**config.mk**
```make
export PLATFORM = sky130hd
export DESIGN_NAME = mul_arbiter
export DESIGN_NICKNAME = d
export VERILOG_FILES = /design/src/rtl/mul_arbiter.sv
export SDC_FILE = /design/constraint.sdc
export NUM_CORES = 1
export LEC_CHECK = 0
export BUFFER_PORTS_ARGS = -buffer_cell sky130_fd_sc_hd__buf_2
export CAP_MARGIN = 15
export CORE_AREA = 2 2 180 182
export CTS_CLUSTER_SIZE = 40
export DETAILED_ROUTE_END_ITERATION = 10
export DIE_AREA = 0 0 182 184
export GPL_ROUTABILITY_DRIVEN = 0
export GPL_TIMING_DRIVEN = 0
export RECOVER_POWER = 25
export SLEW_MARGIN = 10
export SYNTH_ARGS = -nofsm -noshare
export SYNTH_HDL_FRONTEND = slang
export SYNTH_SLANG_ARGS = --single-unit
```
**constraint.sdc**
```tcl
create_clock -name clk -period 2.4 [get_ports clk]
set_input_delay 0.12 -clock clk [delete_from_list [all_inputs] [get_ports clk]]
set_output_delay 0.12 -clock clk [all_outputs]
set_load 0.01 [all_outputs]
```
**src/rtl/mul_arbiter.sv**
```systemverilog
// mul_arbiter: round-robin arbiter sharing one iterative WIDTHxWIDTH->2*WIDTH
// multiplier between N_REQ requesters. A request is granted in IDLE, its
// operands are latched, one multiply is issued, and the product is routed back
// to the granted requester. Only one request is in flight at a time.
//
// Optional feature: define MUL_TIMEOUT_EN to enable a WAIT watchdog. A WAIT
// that lasts TIMEOUT_CYCLES cycles with no mul_valid_out completes with
// resp_r=0 and resp_err=1.
//
// Ports:
//   clk, rst_n     clock (posedge) and asynchronous active-low reset
//   req_valid      per-requester request, held until accepted
//   req_a, req_b   packed operands, requester i at [i*WIDTH +: WIDTH]
//   req_ready      one-hot accept pulse (IDLE only)
//   resp_valid     one-hot result pulse
//   resp_r         product, held until the next result
//   resp_err       timeout flag alongside resp_valid (0 without MUL_TIMEOUT_EN)
//   busy           high whenever the arbiter is not in IDLE
//   mul_valid_in   one-cycle start pulse to the multiplier
//   mul_a, mul_b   latched operands to the multiplier
//   mul_r          multiplier product
//   mul_valid_out  multiplier done pulse
module mul_arbiter #(
    parameter int unsigned N_REQ          = 4,
    parameter int unsigned WIDTH          = 32,
    parameter int unsigned TIMEOUT_CYCLES = 128
) (
    input  logic                     clk,
    input  logic                     rst_n,
    input  logic [N_REQ-1:0]         req_valid,
    input  logic [N_REQ*WIDTH-1:0]   req_a,
    input  logic [N_REQ*WIDTH-1:0]   req_b,
    output logic [N_REQ-1:0]         req_ready,
    output logic [N_REQ-1:0]         resp_valid,
    output logic [2*WIDTH-1:0]       resp_r,
    output logic                     resp_err,
    output logic                     busy,
    output logic                     mul_valid_in,
    output logic [WIDTH-1:0]         mul_a,
    output logic [WIDTH-1:0]         mul_b,
    input  logic [2*WIDTH-1:0]       mul_r,
    input  logic                     mul_valid_out
);

    localparam int unsigned PTR_W = (N_REQ > 1) ? $clog2(N_REQ) : 1;

    if (N_REQ < 2 || N_REQ > 8 || TIMEOUT_CYCLES < 1) begin : g_bad_params
        $error("mul_arbiter: unsupported parameter set");
    end

    typedef enum logic [1:0] {
        StIdle,
        StIssue,
        StWait,
        StResp
    } state_e;

    state_e             state_q, state_d;
    logic [PTR_W-1:0]   rr_ptr_q, rr_ptr_d;
    logic [PTR_W-1:0]   grant_q, grant_d;
    logic [WIDTH-1:0]   mul_a_q, mul_a_d;
    logic [WIDTH-1:0]   mul_b_q, mul_b_d;
    logic [2*WIDTH-1:0] resp_r_q, resp_r_d;

    // Unpacked views of the packed operand buses, indexed by grant.
    logic [WIDTH-1:0] req_a_arr [N_REQ];
    logic [WIDTH-1:0] req_b_arr [N_REQ];

    for (genvar g = 0; g < N_REQ; g++) begin : g_unpack
        assign req_a_arr[g] = req_a[g*WIDTH +: WIDTH];
        assign req_b_arr[g] = req_b[g*WIDTH +: WIDTH];
    end

    // Round-robin pick: first set req_valid bit at rr_ptr, rr_ptr+1, ... mod N_REQ.
    logic             win_found;
    logic [PTR_W-1:0] win_idx;
    int unsigned      scan_idx;
    logic [PTR_W-1:0] scan_ptr;

    always_comb begin
        win_found = 1'b0;
        win_idx   = '0;
        scan_idx  = 0;
        scan_ptr  = '0;
        for (int unsigned i = 0; i < N_REQ; i++) begin
            scan_idx = (32'(rr_ptr_q) + i) % N_REQ;
            scan_ptr = PTR_W'(scan_idx);
            if (!win_found && req_valid[scan_ptr]) begin
                win_found = 1'b1;
                win_idx   = scan_ptr;
            end
        end
    end

`ifdef MUL_TIMEOUT_EN
    localparam int unsigned TO_W = $clog2(TIMEOUT_CYCLES + 1);

    logic [TO_W-1:0] to_cnt_q, to_cnt_d;
    logic            err_q, err_d;
`endif

    always_comb begin
        state_d      = state_q;
        rr_ptr_d     = rr_ptr_q;
        grant_d      = grant_q;
        mul_a_d      = mul_a_q;
        mul_b_d      = mul_b_q;
        resp_r_d     = resp_r_q;
        req_ready    = '0;
        resp_valid   = '0;
        mul_valid_in = 1'b0;
`ifdef MUL_TIMEOUT_EN
        to_cnt_d     = to_cnt_q;
        err_d        = err_q;
`endif

        unique case (state_q)
            StIdle: begin
                if (win_found) begin
                    // Gated by rst_n so no accept leaks out while reset is held.
                    req_ready[win_idx] = rst_n;
                    grant_d            = win_idx;
                    mul_a_d            = req_a_arr[win_idx];
                    mul_b_d            = req_b_arr[win_idx];
                    state_d            = StIssue;
                end
            end

            StIssue: begin
                // mul_valid_out is deliberately not looked at here.
                mul_valid_in = 1'b1;
                state_d      = StWait;
`ifdef MUL_TIMEOUT_EN
                to_cnt_d     = '0;
`endif
            end

            StWait: begin
                if (mul_valid_out) begin
                    resp_r_d = mul_r;
                    state_d  = StResp;
`ifdef MUL_TIMEOUT_EN
                    err_d    = 1'b0;
                end else if (to_cnt_q == TO_W'(TIMEOUT_CYCLES - 1)) begin
                    // TIMEOUT_CYCLES WAIT cycles elapsed without completion.
                    resp_r_d = '0;
                    err_d    = 1'b1;
                    state_d  = StResp;
                end else begin
                    to_cnt_d = to_cnt_q + 1'b1;
`endif
                end
            end

            StResp: begin
                resp_valid[grant_q] = 1'b1;
                rr_ptr_d = (grant_q == PTR_W'(N_REQ - 1)) ? '0 : grant_q + 1'b1;
                state_d  = StIdle;
            end

            default: begin
                state_d = StIdle;
            end
        endcase
    end

    always_ff @(posedge clk or negedge rst_n) begin
        if (!rst_n) begin
            state_q  <= StIdle;
            rr_ptr_q <= '0;
            grant_q  <= '0;
            mul_a_q  <= '0;
            mul_b_q  <= '0;
            resp_r_q <= '0;
        end else begin
            state_q  <= state_d;
            rr_ptr_q <= rr_ptr_d;
            grant_q  <= grant_d;
            mul_a_q  <= mul_a_d;
            mul_b_q  <= mul_b_d;
            resp_r_q <= resp_r_d;
        end
    end

`ifdef MUL_TIMEOUT_EN
    always_ff @(posedge clk or negedge rst_n) begin
        if (!rst_n) begin
            to_cnt_q <= '0;
            err_q    <= 1'b0;
        end else begin
            to_cnt_q <= to_cnt_d;
            err_q    <= err_d;
        end
    end

    assign resp_err = (state_q == StResp) && err_q;
`else
    assign resp_err = 1'b0;
`endif

    assign busy   = (state_q != StIdle);
    assign mul_a  = mul_a_q;
    assign mul_b  = mul_b_q;
    assign resp_r = resp_r_q;

endmodule

```
# == Yosys cells after proc, flatten, opt, wreduce, memory -nomap -nowiden ==
# Index checks and enable logic that the tools add are counted.
# word_totals
output_inout_bits,139
reg_bits,134
input_bits,327
elab_cells,74
# op_classes
order_cmp,9
add_sub_neg,4
bitwise,2
reduce_logical,13
mux,34
eq_ne,6
# op_table
op,n
binary-select mux 32 bit (select 2 bit),2
2-to-1 mux 32 bit,4
< comparator 2 x 3 -> 1 bit (second input constant),6
2-to-1 mux 2 bit,7
2-to-1 mux 4 bit,3
2-to-1 mux 1 bit,11
binary-select mux 1 bit (select 2 bit),4
case mux 2 bit (4 select lines),1
equality test 2 bit (second input constant),3
AND reduction 2 bit,3
logical AND 1 bit,5
adder 2 x 1 -> 2 bit (second input constant),2
adder 2 bit (second input constant),2
AND 4 bit,1
demux 1 bit (select 2 bit),2
greater-or-equal comparator 2 x 1 -> 1 bit (second input constant),2
inequality test 2 bit (second input constant),2
greater-or-equal comparator 3 bit (second input constant),1
zero test 1 bit,3
inverter 2 -> 3 bit,1
equality test 2 x 1 -> 1 bit (second input constant),1
zero test 2 bit,1
nonzero test 2 bit,1

# == Depth between registers and ports, before layout ==
# Gate-level depths: netlist of run 1.
# logic_depth
word_depth,19
mapped_depth,8
depth_no_buf,6

# == Worst setup path before layout of run 1 ==
# No wires, ideal clock.
# synth_path
kind,reg-to-reg
startpoint,register rr_ptr_q[1]
endpoint,register mul_a_q[0] (netlist: mul_a[0])
path_buffers,3
t_required_ns,2.268
period_less_slack_ns,1.867
setup_ns,0.132
path_slack_ns,0.533
arrival_time_ns,1.735
path_stages_with_launch,9
cell_sequence,dfrtp_1 -> buf_6 -> mux2_4 -> o221ai_2 -> buf_6 -> buf_8 -> mux2_1 -> nand2_1 -> a21oi_1
# synth_between
elab_chain_cells,16
elab_cells_between_ends,30
classes_between,add/sub (3); mux (19); bitwise (1); reduce/logical (7)
# synth_lines
element,line_no,text
from (decl),59,"logic [PTR_W-1:0] rr_ptr_q, rr_ptr_d;"
from (signal assigned),177,rr_ptr_q <= rr_ptr_d;
branches (longest 16 deep; another with adder 2 x 1 -> 2 bit),n/a,
to (signal assigned),179,mul_a_q <= mul_a_d;
to (decl),61,"logic [WIDTH-1:0] mul_a_q, mul_a_d;"
# Parallel ways; which one is timed is not known. The select of a mux whose other input is x is not followed.
# A chain may end at the register's enable or synchronous reset.

# == Worst setup path after layout of run 1 ==
# layout_path
startpoint,register rr_ptr_q[1]
endpoint,output port req_ready[1]
# layout_between
elab_chain_cells,19
elab_cells_between_ends,33
classes_between,add/sub (3); order compare (2); mux (20); bitwise (1); reduce/logical (7)
# layout_lines
element,line_no,text
branches (longest 17 deep; another with < comparator 2 x 3 -> 1 bit),n/a,
2-to-1 mux 4 bit *,119,if (win_found) begin
2-to-1 mux 4 bit *,117,unique case (state_q)
to (decl),33,"output logic [N_REQ-1:0] req_ready,"
# Mark *: on every way between the ends. The select of a mux whose other input is x is not followed.

==> impl_metrics.py, run 1 <==
metrics = {
    "status": {
        "status": "completed",
    },
    "pwr": {
        "netSwitchingPower_mw": 5.487,
        "power_leakage_nw": 5.613,
        "peakVddDrop_uv": 551.5,
        "power_frac_seq_pct": 30.0,
        "total_power_mw": 13.54,
        "cell_internal_pwr_mw": 8.053,
        "p_clk_share_pct": 20.2,
        "p_per_area_nw_per_um2": 1156,
        "combPwrFrac_pct": 49.8,
        "switching_share_pct": 40.53,
    },
    "yosys": {
        "synthTopCellsByArea": "dfrtp_1 (49%), mux2_2 (13%), a221oi_1 (6.2%), mux2_1 (5.6%), a21oi_1 (3.9%)",
        "synth_edf_count": 0,
        "synth-async-reset-ratio_pct": 100.0,
        "synth_fp_nets": 952,
        "dominantRegCellSynth": "dfrtp_1",
        "yosys_warnings": 0,
        "ys_types": 36,
        "yosysSeqAreaShare_pct": 48.76,
        "yosys-top-cells-count": "dfrtp_1 (134), mux2_2 (81), nor2_1 (66), nand2_1 (55), a21oi_1 (54)",
        "synth_top_area_share_pct": 48.76,
        "synthMostInstantiatedCell": "dfrtp_1",
        "ys_ff_latch": 134,
        "synth.cell_area_sq_um": 6877,
        "syn_area_per_cell_sq_um": 11.15,
        "syn_inst": 617,
        "yosysTopAreaCell": "dfrtp_1",
    },
    "routing": {
        "first_pass_iters": 5,
        "drtAntennaViolNets": 0,
        "vias": 7515,
        "wl_um": 30860,
        "post_drt_wl_per_cell_um": 18.65,
        "viasPerCell": 4.541,
        "drt_iter0_markers": 240,
        "drc_errors": 0,
    },
    "grt": {
        "grt_pass1_vias": 8033,
        "overflow": 0,
        "grt_max_degree": 80,
        "antenna_found_initial": 9,
        "grt_first_pass_wirelength_um": 45080,
        "grt_util_all_layers_pct": 17.93,
    },
    "worst_setup_path": {
        "cp_top_family": "buffers and inverters",
        "start_kind": "register",
        "cp_data_arrival_time_ns": 2.15,
        "crit_slowest_cell": "dfrtp_1",
        "path_cells": "buf_6, a21oi_1, o211a_2, clkbuf_2, and3_1, buf_2",
        "cp.buffers_inverters": 3,
        "slowest_delay_ns": 0.40,
        "path_class": "reg2out",
        "end_kind": "output port",
        "crit_fanout": 10,
        "cp.required_ns": 2.28,
    },
    "sta": {
        "min_period_ns": 2.269,
        "hold_viol_final": 0,
        "fmax_mhz": 440.6,
        "fin_crit_sh_pct": 94.56,
        "clock_skew_ns": 0.01564,
        "drv_slew": 0,
        "setup-violations-final": 0,
        "slew_headroom_pct": 24.21,
        "tightestPinTransition_ns": 1.137,
        "rsz0062_at_grt": "no",
    },
    "place": {
        "place_area_sq_um": 9734,
        "io_buffers": 463,
        "dp_hpwl_um": 22680,
    },
    "final_layout": {
        "layout-drive-gt1-share_pct": 47.32,
        "layout.nets": 1571,
        "finish.instance_area_sq_um": 11710,
        "area_growth_pct": 70.31,
    },
    "clock_tree": {
        "cts.sinks": 134,
        "htreeDepth": 4,
        "clock_latency_ns": 0.43,
        "root_buffer": "clkbuf_16",
        "clock_path_buffers": 2,
        "cts_tree": "built",
        "clk_pin_slew_worst_paths_ns": 0.06,
        "numCtsBuffers": 17,
    },
    "die": {
        "fp-row-count": 65,
        "dieArea_sq_um": 33490,
        "io_pins": 466,
        "start_util_pct": 21.91,
        "core_sq_um": 31390,
        "die_w_um": 182,
        "fp.dieH_um": 184,
    },
    "worst_hold_path": {
        "worstHoldPathType": "in2reg",
    },
    "job": {
        "maxCapViolations": 0,
    },
}
[layout make-up]
cell class | count | area (sq um)
diodes | 4 | 10.01
plain buffers | 50 | 292.8
clock buffers | 18 | 439.2
clock inverters | 14 | 163.9
fillers | 3137 | 19680
inverters | 7 | 26.28
multi-input cells | 425 | 3252
flip-flops and latches | 134 | 3353
well taps | 402 | 503.0
repair buffers | 601 | 3671
[power by group through the flow]
stage	Combinational [mW]	Clock, mW	Sequential, mW
2_1_floorplan	3.30	0	4.57
3_3_place_gp	6.53	0	4.03
3_5_place_dp	6.64	0	4.06
4_1_cts	6.86	2.82	4.04
5_1_grt	7.41	2.94	4.20
6_report	6.75	2.73	4.06
[sequential cells by signal, indices dropped and copies added, names as in the netlist]
signal,cells
resp_r,64
mul_a,32
mul_b,32
grant_q,2
rr_ptr_q,2
state_q,2
[cell families (layout without fill, tap and decap cells)]
kind of cell	count (synthesis)	count (layout)	share of synthesized area, %
other cells	1	5	0.05453
mux	131	131	21.23
compound gates	146	146	15.68
simple gates	139	139	8.297
buf+inv	58	690	4.512
fa+ha+maj	8	8	1.456
flops	134	134	48.76
[timing repair]
item / in CTS / in global routing
hold buffers: 134 / 0
resized for setup: 13 / 5
setup buffers: 1 / 2
pin swaps: 2 / 1
hold endpoints to repair: 158 / 0
endpoints found under the setup margin: 40 / 8
[worst paths after layout]
| kind | cells past startpoint | endpoint | from | slack, ns |
|---|---|---|---|---|
| max reg2reg | 8 | mul_a[25]$_DFFE_PN0P_ | rr_ptr_q[0]$_DFFE_PN0P_ | 0.14 |
| max in group asynchronous | 3 | mul_b[11]$_DFFE_PN0P_ | rst_n | 0.65 |
| min in group asynchronous | 2 | resp_r[52]$_DFFE_PN0P_ | rst_n | 0.20 |
| min | 3 | mul_a[10]$_DFFE_PN0P_ | req_a[10] | 0.02 |
| min reg2reg | 1 | resp_r[16]$_DFFE_PN0P_ | resp_r[16]$_DFFE_PN0P_ | 0.50 |
| max | 6 | req_ready[1] | rr_ptr_q[1]$_DFFE_PN0P_ | 0.13 |
[routing by layer]
layer / vias to the layer above / track usage [%] / share of wire (%)
met5: - / 0 / 0.13
met4: 6 / 7.258 / 3.2
met3: 54 / 4.933 / 7.0
met2: 378 / 32.81 / 52
met1: 3571 / 19.58 / 38
li1: 3506 / - / -
[through the flow]
stage	hold WS [ns]	cells	TNS, ns	utilization, %	setup WS [ns]
2_1_floorplan	-0.1756	617	0	-	0.5327
3_3_place_gp	0.3509	1482	-118.74	30.89	-0.8408
3_5_place_dp	0.08274	1483	-9.553	31.01	-0.5788
4_1_cts	0.00005432	1649	0	37.33	0.004773
5_1_grt	0.01581	1655	0	37.31	0.01626
6_report	0.02245	1655	0	37.31	0.1305
[cell usage in the layout, fill, tap and decap left out, types with 15 or more instances in the layout]
cell type	Yosys	layout
nand2_1	55	55
dlygate4sd3_1	0	134
clkbuf_1	30	46
a21oi_1	54	53
a221oi_1	49	49
mux2_1	34	34
a221o_1	15	15
mux2i_1	15	15
buf_2	10	450
nor2_1	66	65
dfrtp_1	134	134
o22a_1	16	16
mux2_2	81	81
clkbuf_16	0	17
[worst min-delay path, cell delays in order]
cell      delay, ns
buf_2          0.08
a221oi_1       0.06
a21oi_1        0.13
Note: power is estimated with default switching activity, not from simulation.
==> run 2, diff against run 1 <==
--- a/constraint.sdc
+++ b/constraint.sdc
@@ -3,2 +3,2 @@
 set_output_delay 0.12 -clock clk [all_outputs]
-set_load 0.01 [all_outputs]
+set_load 0.02 [all_outputs]
==> run 2 against run 1 <==
  * Final area barely moved
  * Setup slack got worse by 0.031 ns
  * Combinational power up 13%
  * First-iteration DRC count grew 7.1%
  * Critical endpoint unchanged
  * Largest power group unchanged
==> impl_metrics.py, run 2 (synthesized netlist as in run 1, its figures left out) <==
metrics = {
    "status": {
        "status": "completed",
    },
    "clock_tree": {
        "cts.sinks": 134,
        "cts_tree": "built",
        "clock_path_buffers": 2,
        "htreeDepth": 4,
        "clock_latency_ns": 0.43,
        "clk_pin_slew_worst_paths_ns": 0.06,
        "numCtsBuffers": 17,
        "root_buffer": "clkbuf_16",
    },
    "die": {
        "fp-row-count": 65,
        "dieArea_sq_um": 33490,
        "core_sq_um": 31390,
        "fp.dieH_um": 184,
        "io_pins": 466,
        "die_w_um": 182,
        "start_util_pct": 21.91,
    },
    "pwr": {
        "p_clk_share_pct": 18.9,
        "switching_share_pct": 44.08,
        "netSwitchingPower_mw": 6.356,
        "total_power_mw": 14.42,
        "cell_internal_pwr_mw": 8.062,
        "p_per_area_nw_per_um2": 1231,
        "peakVddDrop_uv": 640.4,
        "power_frac_seq_pct": 28.2,
        "power_leakage_nw": 5.631,
        "combPwrFrac_pct": 52.9,
    },
    "sta": {
        "setup_ws_ns": 0.09986,
        "tightestPinTransition_ns": 1.130,
        "hold_viol_final": 0,
        "min_period_ns": 2.300,
        "slew_headroom_pct": 24.65,
        "clock_skew_ns": 0.01699,
        "drv_slew": 0,
        "setup-violations-final": 0,
        "fin_crit_sh_pct": 95.84,
        "fin_setup_tns_ns": 0,
        "whs_ns": 0.02282,
        "fmax_mhz": 434.8,
    },
    "worst_setup_path": {
        "cp_top_family": "buffers and inverters",
        "start_kind": "register",
        "cp.required_ns": 2.28,
        "crit_slowest_cell": "dfrtp_1",
        "end_kind": "output port",
        "slowest_delay_ns": 0.40,
        "cp.buffers_inverters": 3,
        "crit_fanout": 10,
        "path_class": "reg2out",
        "path_cells": "buf_6, a21oi_1, o211a_2, clkbuf_2, and3_1, buf_2",
        "cp_data_arrival_time_ns": 2.18,
    },
    "grt": {
        "grt_util_all_layers_pct": 17.96,
        "top_usage_layer": "met2",
        "grt_pass1_vias": 8042,
        "use_met3_pct": 4.933,
        "overflow": 0,
        "antenna_found_initial": 9,
        "grt_max_degree": 80,
        "met2_usage_pct": 32.79,
        "grt_first_pass_wirelength_um": 45150,
        "grtUsageMet1_pct": 19.69,
    },
    "place": {
        "place_area_sq_um": 9734,
        "dp_cells": 1483,
        "preCtsSetupSlack_ns": -0.5788,
        "dp_hpwl_um": 22680,
        "io_buffers": 463,
    },
    "routing": {
        "post_drt_wl_per_cell_um": 18.68,
        "drc_errors": 0,
        "vias": 7515,
        "wl_um": 30870,
        "viasPerCell": 4.546,
        "drtAntennaViolNets": 0,
        "drt_iter0_markers": 257,
        "first_pass_iters": 5,
    },
    "final_layout": {
        "final_common_cell": "buf_2",
        "largest_register_ffs": 64,
        "nFillCells": 3133,
        "final_core_util_pct": 37.30,
        "layout-drive-gt1-share_pct": 48.04,
        "layout.nets": 1569,
        "layout_common_cells": "buf_2 (460), dfrtp_1 (134), dlygate4sd3_1 (134), mux2_2 (81), nor2_1 (65)",
        "area_growth_pct": 70.27,
        "finish.instance_area_sq_um": 11710,
        "finalNonFillerCells": 1653,
    },
    "job": {
        "maxCapViolations": 0,
    },
    "worst_hold_path": {
        "worstHoldPathType": "in2reg",
    },
}
[run 2: metal layers]
layer	routed length (um)	vias up	part of all wire, %
li1	-	3503	-
met1	11870	3574	38
met2	15880	378	51
met3	2091	54	6.8
met4	983	6	3.2
met5	41	-	0.13
[run 2: power groups by stage]
stage	sequential (mW)	combinational, mW	clock [mW]
final	4.06	7.63	2.73
after global routing	4.20	8.30	2.94
after CTS	4.04	7.77	2.82
after detailed placement	4.06	7.53	0
after global placement	4.03	7.42	0
after floorplan	5.41	3.33	0
[run 2: worst register-to-register path: stages, from the launching register on]
cell and delay [ns]:
dfrtp_1 0.37, buf_2 0.17, or3b_1 0.45, o221ai_2 0.15
buf_6 0.28, buf_8 0.18, mux2_1 0.38, nand2_1 0.09
a21oi_1 0.06
[run 2: worst paths after layout]
kind                                         start                endpoint  slack [ns]  cells after the start
min in group asynchronous                    rst_n  resp_r[52]$_DFFE_PN0P_        0.20                      2
max in group asynchronous                    rst_n   mul_b[11]$_DFFE_PN0P_        0.66                      3
max                        rr_ptr_q[1]$_DFFE_PN0P_            req_ready[1]         0.1                      6
min reg2reg                 resp_r[16]$_DFFE_PN0P_  resp_r[16]$_DFFE_PN0P_        0.50                      1
max reg2reg                rr_ptr_q[0]$_DFFE_PN0P_   mul_a[25]$_DFFE_PN0P_        0.15                      8
min                                      req_a[10]   mul_a[10]$_DFFE_PN0P_        0.02                      3
[run 2: timing repair]
action | CTS | global route
endpoints found under the setup margin | 40 | 4
hold endpoints to repair | 158 | 0
gates resized for setup | 14 | 3
cloned | 0 | 0
buffers inserted | 2 | 0
pin swaps | 2 | 0
hold buffers | 134 | 0
[run 2: cell type report]
type	instances	area [sq um]	share of cell area (%)
antenna	4	10.01	0.08549
buffer	49	285.3	2.436
clock buffer	18	439.2	3.751
clock inverter	14	163.9	1.400
inverter	7	26.28	0.2244
multi-input combinational	425	3252	27.77
sequential	134	3353	28.64
tap	402	503.0	4.296
timing repair buffer	600	3676	31.40
